<file path="config.mk">
export PLATFORM = sky130hd
export DESIGN_NAME = bw_io_impctl_upclk_gen
export DESIGN_NICKNAME = d
export VERILOG_FILES = /design/src/rtl/bw_io_impctl_upclk_gen.sv
export SDC_FILE = /design/constraint.sdc
export NUM_CORES = 1
export LEC_CHECK = 0
export BUFFER_PORTS_ARGS = -buffer_cell sky130_fd_sc_hd__buf_2
export CORE_MARGIN = 2
export CORE_UTILIZATION = 47
export DETAILED_ROUTE_END_ITERATION = 6
export PLACE_DENSITY = 0.74
export SKIP_CTS_REPAIR_TIMING = 1
export SYNTH_ARGS = -nofsm -noshare
export SYNTH_HDL_FRONTEND = slang
export SYNTH_SLANG_ARGS = --single-unit
</file>
<file path="constraint.sdc">
create_clock -name l2clk -period 2.3 [get_ports l2clk]
set_clock_uncertainty 0.2 [all_clocks]
set_input_delay 0.23 -clock l2clk [delete_from_list [all_inputs] [get_ports l2clk]]
set_output_delay 0.23 -clock l2clk [all_outputs]
set_load 0.05 [all_outputs]
</file>
<file path="src/rtl/bw_io_impctl_upclk_gen.sv">
// Impedance-controller update-clock generator: one-shot settle, bypass, then periodic update.
// Optional `IMPCTL_UPD_STATS_EN adds a saturating update counter output (upd_count).
module bw_io_impctl_upclk_gen #(
    parameter int CNT_W     = 8,
    parameter int OS_TC     = 15,
    parameter int BYP_TICKS = 64,
    parameter int AVG_TAP   = 5
) (
    input  logic             l2clk,
    input  logic             reset,
    input  logic             int_sclk,
    input  logic             synced_upd_imped,
    input  logic             rearm,
    input  logic [CNT_W-1:0] period_tc,
    output logic             updclk,
    output logic             bypass,
    output logic             oe_out,
    output logic             avgcntr_rst,
    output logic             cnt_rst,
    output logic [1:0]       state
`ifdef IMPCTL_UPD_STATS_EN
    ,
    output logic [15:0]      upd_count
`endif
);

    typedef enum logic [1:0] {
        ONESHOT = 2'b00,
        BYPASS  = 2'b01,
        NORMAL  = 2'b10
    } state_t;

    localparam int BYP_W = (BYP_TICKS > 0) ? $clog2(BYP_TICKS + 1) : 1;
    localparam logic [CNT_W-1:0]   OS_LAST  = CNT_W'(OS_TC);
    localparam logic [BYP_W-1:0]   BYP_LAST = BYP_W'((BYP_TICKS > 0) ? (BYP_TICKS - 1) : 0);
    localparam logic [AVG_TAP:0]   AVG_ONES = '1;
    localparam bit                 BYP_EXIT = (BYP_TICKS > 0);

    state_t             cur_state;
    state_t             nxt_state;
    logic [CNT_W-1:0]   cnt;
    logic [CNT_W-1:0]   nxt_cnt;
    logic [BYP_W-1:0]   byp_cnt;
    logic [BYP_W-1:0]   nxt_byp;
    logic               nxt_upd;
    logic               nxt_avg;
    logic               nxt_crst;
    logic               tick;
    logic               avg_hit;

    assign tick    = int_sclk;
    assign avg_hit = tick && (cnt[AVG_TAP:0] == AVG_ONES);

    always_ff @(posedge l2clk or posedge reset) begin
        if (reset) begin
            cur_state   <= ONESHOT;
            cnt         <= '0;
            byp_cnt     <= '0;
            updclk      <= 1'b0;
            bypass      <= 1'b0;
            avgcntr_rst <= 1'b0;
            cnt_rst     <= 1'b0;
        end else begin
            cur_state   <= nxt_state;
            cnt         <= nxt_cnt;
            byp_cnt     <= nxt_byp;
            updclk      <= nxt_upd;
            bypass      <= (nxt_state == BYPASS);
            avgcntr_rst <= nxt_avg;
            cnt_rst     <= nxt_crst;
        end
    end

    // Clears take priority over the phase sequencing; a suppressed tick is simply dropped.
    always_comb begin
        nxt_state = cur_state;
        nxt_cnt   = cnt;
        nxt_byp   = byp_cnt;
        nxt_upd   = 1'b0;
        nxt_avg   = 1'b0;
        nxt_crst  = 1'b0;
        if (rearm) begin
            nxt_state = ONESHOT;
            nxt_cnt   = '0;
            nxt_byp   = '0;
            nxt_crst  = 1'b1;
        end else if (synced_upd_imped) begin
            nxt_cnt  = '0;
            nxt_crst = 1'b1;
        end else begin
            nxt_avg = avg_hit;
            if (tick) begin
                case (cur_state)
                    ONESHOT: begin
                        if (cnt == OS_LAST) begin
                            nxt_state = BYPASS;
                            nxt_cnt   = '0;
                            nxt_crst  = 1'b1;
                        end else begin
                            nxt_cnt = cnt + CNT_W'(1);
                        end
                    end
                    BYPASS: begin
                        nxt_upd = 1'b1;
                        if (BYP_EXIT && (byp_cnt == BYP_LAST)) begin
                            nxt_state = NORMAL;
                            nxt_cnt   = '0;
                            nxt_byp   = '0;
                            nxt_crst  = 1'b1;
                        end else begin
                            nxt_cnt = cnt + CNT_W'(1);
                            nxt_byp = byp_cnt + BYP_W'(1);
                        end
                    end
                    NORMAL: begin
                        // Equality only: lowering period_tc below cnt lets cnt wrap silently.
                        if (cnt == period_tc) begin
                            nxt_cnt = '0;
                            nxt_upd = 1'b1;
                        end else begin
                            nxt_cnt = cnt + CNT_W'(1);
                        end
                    end
                    default: begin
                        nxt_state = ONESHOT;
                        nxt_cnt   = '0;
                        nxt_byp   = '0;
                        nxt_crst  = 1'b1;
                    end
                endcase
            end
        end
    end

    assign oe_out = bypass | ~(cnt[CNT_W-1] & cnt[CNT_W-2]);
    assign state  = cur_state;

`ifdef IMPCTL_UPD_STATS_EN
    always_ff @(posedge l2clk or posedge reset) begin
        if (reset) begin
            upd_count <= '0;
        end else if (rearm) begin
            upd_count <= '0;
        end else if (updclk && (upd_count != 16'hFFFF)) begin
            upd_count <= upd_count + 16'd1;
        end
    end
`endif

endmodule

</file>
# --- After elaboration in Yosys (flattened, before gate mapping) ---
# Cells that the tools add are included.
classes:
  n_addsub: 2
  n_eq_ne: 9
  mux: 31
  bitwise: 3
  reduce_logical: 6
op_table:
  columns: ["cell", "count"]
  rows:
  - ["$mux 8", 6]
  - ["$mux 7", 4]
  - ["$pmux 8 s3", 1]
  - ["$pmux 7 s2", 1]
  - ["$mux 1", 11]
  - ["$mux 2", 5]
  - ["$add 8x1->8 const B", 1]
  - ["$eq 8x4->1 const B", 1]
  - ["$eq 8x8->1", 1]
  - ["$add 7x1->7 const B", 1]
  - ["$eq 7x6->1 const B", 1]
  - ["$eq 6x6->1 const B", 1]
  - ["$pmux 2 s3", 1]
  - ["$eq 2x1->1 const B", 2]
  - ["$ne 2x1->1 const B", 2]
  - ["$pmux 1 s3", 1]
  - ["$reduce_and 3->1", 1]
  - ["$reduce_bool 3->1", 1]
  - ["$eq 2x2->1 const B", 1]
  - ["$logic_not 2->1", 1]
  - ["$pmux 1 s2", 1]
  - ["$reduce_bool 2->1", 1]
  - ["$reduce_or 2->1", 1]
  - ["$and 1x1->1", 1]
  - ["3 further kinds", 3]
totals:
  register_bits: 21
  in_bits: 13
  elab_cells: 58

# --- Longest topological paths before layout ---
# Gate-level depths: netlist of run 1.
logic_depth:
  depth_word: 7
  depth_mapped: 7

# --- Least setup slack after synthesis of run 1 ---
# No wires, ideal clock.
synth_timing:
  kind: "reg2reg"
  startpoint: "reg cur_state[0], in the netlist state[0]"
  endpoint: "reg cnt[5]"
  setup_time_ns: 0.066
  arrival_time_ns: 1.971
  required_time_ns: 2.034
  path_slack_ns: 0.064
  stages_incl_launch_ff: 7
  path_buffers: 0
  cell_sequence: "dfrtp_1 > ha_1 > nor4b_4 > nand2_1 > o22a_4 > a211oi_2 > a211o_1"
synth_between:
  elab_chain_len: 5
synth_lines:
  columns: ["element", "line_no", "text"]
  rows:
  - ["start, declared", "39", "state_t cur_state;"]
  - ["start signal, assigned", "64", "cur_state <= nxt_state;"]
  - ["$eq 2x2->1 (tied with other cells)", "93", "case (cur_state)"]
  - ["$pmux 8 s3 *", "93", null]
  - ["$mux 8 *", "92", "if (tick) begin"]
  - ["$mux 8 *", "87", "end else if (synced_upd_imped) begin"]
  - ["$mux 8 *", "82", "if (rearm) begin"]
  - ["end signal, assigned", "65", "cnt <= nxt_cnt;"]
  - ["end, declared", "41", "logic [CNT_W-1:0] cnt;"]
# Mark *: on every way between the ends. The rest lies on a longest branch, timed or not. The select of a mux whose other input is x is not followed.
# A chain may end at the register's enable or synchronous reset.

# --- Worst setup path in the final report of run 1 ---
# Ends and elaborated chain as after synthesis.

==> metrics, run 1 <==
Post-synth ARST share=1.00; Synth top area share=0.381; global-route wire length before repair=4690 um; Chip Height=58.1 um; Cells after DPL=191; Finish-stage setup viols=0; fin area=1530 um2; Final Critical Period=2.15 ns; fmax=465 MHz; initial cell density of the core=0.495; sequential cell area fraction in the yosys report=0.381; final worst slack=0.148 ns; crit path DAT=2.20 ns; Mean Syn Cell Area=9.63 um2; Setup CP Type=reg -> reg; commonest cells after routing, fill and taps aside=dfrtp_1, nand2_1, buf_2, xnor2_1, nor2_1; critical path endpoint category=flip-flop; EDFF count, synth=0; clk_lat worst skew=0.31 ns; post-synthesis simple-gate area fraction=0.256; status=finished, final reports clean; flop2flop setup slack=0.15 ns; deepest clock path buffer count=2; CTS tree=done; hpwl dp=2100 um; Hold Vio Cnt, Final=0; Root Buffer=clkbuf_4; Rows=19; largest net degree at the start of global routing=22; CORE AREA=2780 um2; largest cells by area after synthesis=dfrtp_1, xnor2_1, ha_1, nand2_1, o21ai_0; power density cells=427 nW/um2; DIE WIDTH=58.1 um; Startpoint Class=flip-flop; mapped cell area=1380 um2; post-synthesis cell count=143; ANT nets after route=0; pre-CTS setup slack=0.0761 ns; total number of vias=1133; max incr delay on CP=0.48 ns; H-tree levels=1; Min Hold Slack=0.0159 ns; DR vias/cell=5.78; worst min path class=in -> reg; Slew headroom=0.487; synth warn=0; Compound-Gate Fraction of Synth Area=0.187; Worst-Margin Slew=0.769 ns; Yosys reg bits=21; Total GRT Usage=0.182; # nets final=185; Placer Congestion=0.914; Ports=20; CTS clk-pin slew, worst paths=0.13 ns; main combinational cell family by area after synthesis=simple AND/OR/NAND/NOR gates; Synth area leader=dfrtp_1; WL final=2830 um; synthesized-area fraction occupied by adder cells=0.0545; syn_nets=162; Final Cycle Share=0.936; antenna fix cells=0; CP max FO=8; GRT Residual Overflow=0; crit-path leading delay family=compound AO/OA/AOI/OAI gates; Finished Layout Cells=196; layout cells sized above 1=0.230; clock sink total=21; crit path buf inv count=0; Detailed Route Iter0 Violations=27; most common cell after layout, fill and taps aside=dfrtp_1; drt pass-1 iters=4; Slew Limit Fails=0; vias in the first global route=1017; Top FF cell, synth=dfrtp_1; max cap viols=0; per-cell routed wire length=14.4 um; Area Growth Syn to Fin=11.4%; TritonCTS buffer count=3; Worst Path Required=2.35 ns; Pleak=0.697 nW; die area=3380 um2; number of library cell types mapped by synthesis=46; Post-Place Cell Area=1490 um2; post-synthesis mux area share=0.00817; slowest cell on the critical path=dfrtp_1; IO Port Bufs=19; initial antenna violation count=0; maximum VDD drop=0.000300 V; CP cell instances=ha_1 > nor4b_4 > nand2_1 > o22a_4 > a211oi_2 > a211o_1; DRC violations left=0; Post-Synth XOR/XNOR Area=0.0763
## worst register-to-register path, delay by kind of cell (launching register included)
family / cells / cell delay, ns
adder cells (fa/ha/maj): 1 / 0.32
flip-flops: 1 / 0.48
AND/OR/NAND/NOR: 2 / 0.50
AO/OA/AOI/OAI: 3 / 0.59
## cell type report
cell class / instances / area [um2]
clock buffer: 4 / 26.3
tap: 31 / 38.8
inverter: 4 / 15.0
multi-input combinational: 114 / 808
sequential: 21 / 526
timing repair buffer: 22 / 120
fill: 254 / 1250
## final timing paths
path / cells after the start / endpoint / start
setup / recovery: 6 / cnt[5]$_DFFE_PP0P_ / state[0]$_DFF_PP0_
hold / removal: 2 / cnt_rst$_DFF_PP0_ / int_sclk
setup reg to reg: 6 / cnt[5]$_DFFE_PP0P_ / state[0]$_DFF_PP0_
hold reg to reg: 1 / byp_cnt[5]$_DFFE_PP0P_ / byp_cnt[5]$_DFFE_PP0P_
max in group asynchronous: 3 / cnt[5]$_DFFE_PP0P_ / reset
min in group asynchronous: 3 / byp_cnt[3]$_DFFE_PP0P_ / reset
## cell families after synthesis
group | count (synthesis)
flip-flops | 21
adder cells (fa/ha/maj) | 6
XOR/XNOR | 12
AO/OA/AOI/OAI | 34
multiplexers | 1
buffers and inverters | 8
AND/OR/NAND/NOR | 61
## per-layer routing
| metal | global-route usage | wire (um) | up-vias |
|---|---|---|---|
| li1 | - | - | 557 |
| met1 | 0.276 | 1450 | 545 |
| met2 | 0.258 | 1230 | 29 |
| met3 | 0.0246 | 129 | 2 |
| met4 | 0.0731 | 22 | 0 |
| met5 | 0 | 0 | - |
## through the flow
step | total power [mW] | utilization | TNS, ns
CTS | 0.656 | 0.546 | 0
global placement | 0.475 | 0.536 | 0
detailed placement | 0.476 | 0.536 | 0
finish | 0.655 | 0.552 | 0
floorplan | 0.448 | - | 0
global route | 0.685 | 0.552 | -0.0172
## report_power, final
group	leakage (nW)	switching, mW	internal [mW]
Sequential	0.289	0.00491	0.374
Combinational	0.393	0.0564	0.0362
Clock	0.0150	0.116	0.0676
Total	0.697	0.177	0.477
## cells in the mapped netlist (all sizes together) (4+ instances only)
master   n
dfrtp   21
nand2   19
o21ai    9
xnor2    9
nor2     8
nand3    7
ha       6
nor3     6
a211o    4
buf      4
inv      4
nand2b   4
## sequential cells by signal (all words and copies together), names as in the netlist
signal       cells
avgcntr_rst      1
updclk           1
cnt              8
state            2
cnt_rst          1
byp_cnt          7
bypass           1
No activity file was read; power rests on OpenSTA's default activity.
==> run 2, diff against run 1 <==
==> constraint.sdc (replaced) <==
create_clock -name l2clk -period 2.3 [get_ports l2clk]
set_clock_uncertainty 0.2 [all_clocks]
set_input_delay 0.23 -clock l2clk [delete_from_list [all_inputs] [get_ports l2clk]]
set_output_delay 0.23 -clock l2clk [all_outputs]
set_load 0.1 [all_outputs]
==> run 2 against run 1 <==
Combinational power is 11% higher. First-iteration DRC count increased by 37%. Critical endpoint is now cnt[3]$_DFFE_PP0P_. Critical path type unchanged. Via count grew 1.9%.
==> metrics, run 2 (synthesis results as in run 1) <==
deepest clock path buffer count=2 (unchanged); CTS clk-pin slew, worst paths=0.11 ns (was 0.13 ns); largest net degree at the start of global routing=22 (unchanged); # nets final=184 (was 185); Chip Height=58.1 um (unchanged); RSZ-0062 raised after global routing=false; TritonCTS buffer count=3 (unchanged); Cells after DPL=190 (was 191); Total GRT Usage=0.192 (was 0.182); Pleak=0.688 nW (was 0.697 nW); crit path DAT=2.17 ns (was 2.20 ns); Hold Vio Cnt, Final=0 (unchanged); total number of vias=1154 (was 1133); clk_lat worst skew=0.31 ns (about the same); worst min path class=in -> reg (unchanged); initial antenna violation count=0 (unchanged); initial cell density of the core=0.495 (unchanged); Comb power frac=0.156 (was 0.142); Setup CP Type=reg -> reg (unchanged); pre-CTS setup slack=0.207 ns (was 0.0761 ns); CTS tree=done (unchanged); Slew headroom=0.482 (was 0.487); Worst-Margin Slew=0.776 ns (was 0.769 ns); power density cells=436 nW/um2 (was 427 nW/um2); commonest cells after routing, fill and taps aside=nand2_1, dfrtp_1, buf_2, xnor2_1, nor2_1 (was dfrtp_1, nand2_1, buf_2, xnor2_1, nor2_1); Detailed Route Iter0 Violations=37 (was 27); ANT nets after route=0 (unchanged); Finished Layout Cells=195 (was 196); Worst Path Required=2.36 ns (was 2.35 ns); setup tns final=0 ns (unchanged); Sw Ratio=0.280 (was 0.271); hpwl dp=2110 um (was 2100 um); drt pass-1 iters=4 (unchanged); vias in the first global route=1064 (was 1017); H-tree levels=1 (unchanged); WL final=2840 um (was 2830 um); Startpoint Class=flip-flop (unchanged); CP max FO=8 (unchanged); Slew Limit Fails=0 (unchanged); global-route wire length before repair=4930 um (was 4690 um); max FFs per register=8 (unchanged); layout cells sized above 1=0.232 (was 0.230); IO Port Bufs=19 (unchanged); status=finished, final reports clean (unchanged); Final Critical Period=2.11 ns (was 2.15 ns); final worst slack=0.186 ns (was 0.148 ns); die area=3380 um2 (unchanged); antenna fix cells=0 (unchanged); Placer Congestion=1.01 (was 0.914); fmax=473 MHz (was 465 MHz); CORE AREA=2780 um2 (unchanged); Area Growth Syn to Fin=10.5% (was 11.4%); max cap viols=0 (unchanged); clock sink total=21 (unchanged); DRC violations left=0 (unchanged); Sequential Power Share=0.571 (was 0.578); GRT Residual Overflow=0 (unchanged); Ports=20 (unchanged); Hold Path Stages=2 (unchanged); per-cell routed wire length=14.5 um (was 14.4 um); maximum VDD drop=0.000319 V (was 0.000300 V); Final Cycle Share=0.919 (was 0.936); worst reg2reg path depth=6 (unchanged); internal power=0.478 mW (was 0.477 mW); Root Buffer=clkbuf_4 (unchanged); Finish-stage setup viols=0 (unchanged); critical path endpoint category=flip-flop (unchanged); DIE WIDTH=58.1 um (unchanged); clock power share=0.274 (was 0.280); Reg with most FFs=cnt (unchanged); Sw Pwr=0.186 mW (was 0.177 mW); Rows=19 (unchanged); DR vias/cell=5.92 (was 5.78)
==> run 2: layout make-up <==
cell class / instances / area (um2)
multi-input combinational: 114 / 802
inverter: 4 / 15.0
sequential: 21 / 528
fill: 250 / 1260
tap: 31 / 38.8
clock buffer: 4 / 26.3
timing repair buffer: 21 / 113
==> run 2: path summary, 6_finish.rpt <==
path	start	end	slack, ns
max	state[0]$_DFF_PP0_	cnt[3]$_DFFE_PP0P_	0.19
min reg2reg	byp_cnt[5]$_DFFE_PP0P_	byp_cnt[5]$_DFFE_PP0P_	0.29
max reg2reg	state[0]$_DFF_PP0_	cnt[3]$_DFFE_PP0P_	0.19
max in group asynchronous	reset	state[1]$_DFF_PP0_	0.97
min	synced_upd_imped	cnt_rst$_DFF_PP0_	0.02
min in group asynchronous	reset	updclk$_DFF_PP0_	0.39
==> run 2: routing by layer <==
| layer | vias to the layer above | wire length [um] | part of all wire | global-route usage |
|---|---|---|---|---|
| met3 | 7 | 132 | 0.047 | 0.0335 |
| met1 | 554 | 1370 | 0.48 | 0.274 |
| met5 | - | 0 | 0 | 0 |
| li1 | 558 | - | - | - |
| met2 | 35 | 1270 | 0.45 | 0.281 |
| met4 | 0 | 63 | 0.022 | 0.0963 |
==> run 2: critical path, cell delays in order, from the launching register on <==
cell and delay, ns:
dfrtp_2 0.47, ha_1 0.29, nor4b_4 0.36, nand2_1 0.13, o22a_4 0.27, a22oi_1 0.23, a21o_1 0.11
==> run 2: stage by stage <==
step | total power [mW] | hold slack, ns | instance area, um2 | utilization
after floorplan | 0.459 | 0.00639 | 1380 | -
after global placement | 0.485 | 0.207 | 1490 | 0.534
after detailed placement | 0.487 | 0.225 | 1490 | 0.534
after CTS | 0.667 | -0.125 | 1510 | 0.544
after global routing | 0.692 | 0.0203 | 1520 | 0.547
final | 0.664 | 0.0204 | 1520 | 0.547
==> run 2: power by group through the flow <==
stage	clock, mW	sequential [mW]	combinational, mW
3_5_place_dp	0	0.386	0.101
2_1_floorplan	0	0.406	0.0529
5_1_grt	0.200	0.380	0.112
6_report	0.182	0.379	0.103
3_3_place_gp	0	0.385	0.0997
4_1_cts	0.186	0.379	0.102
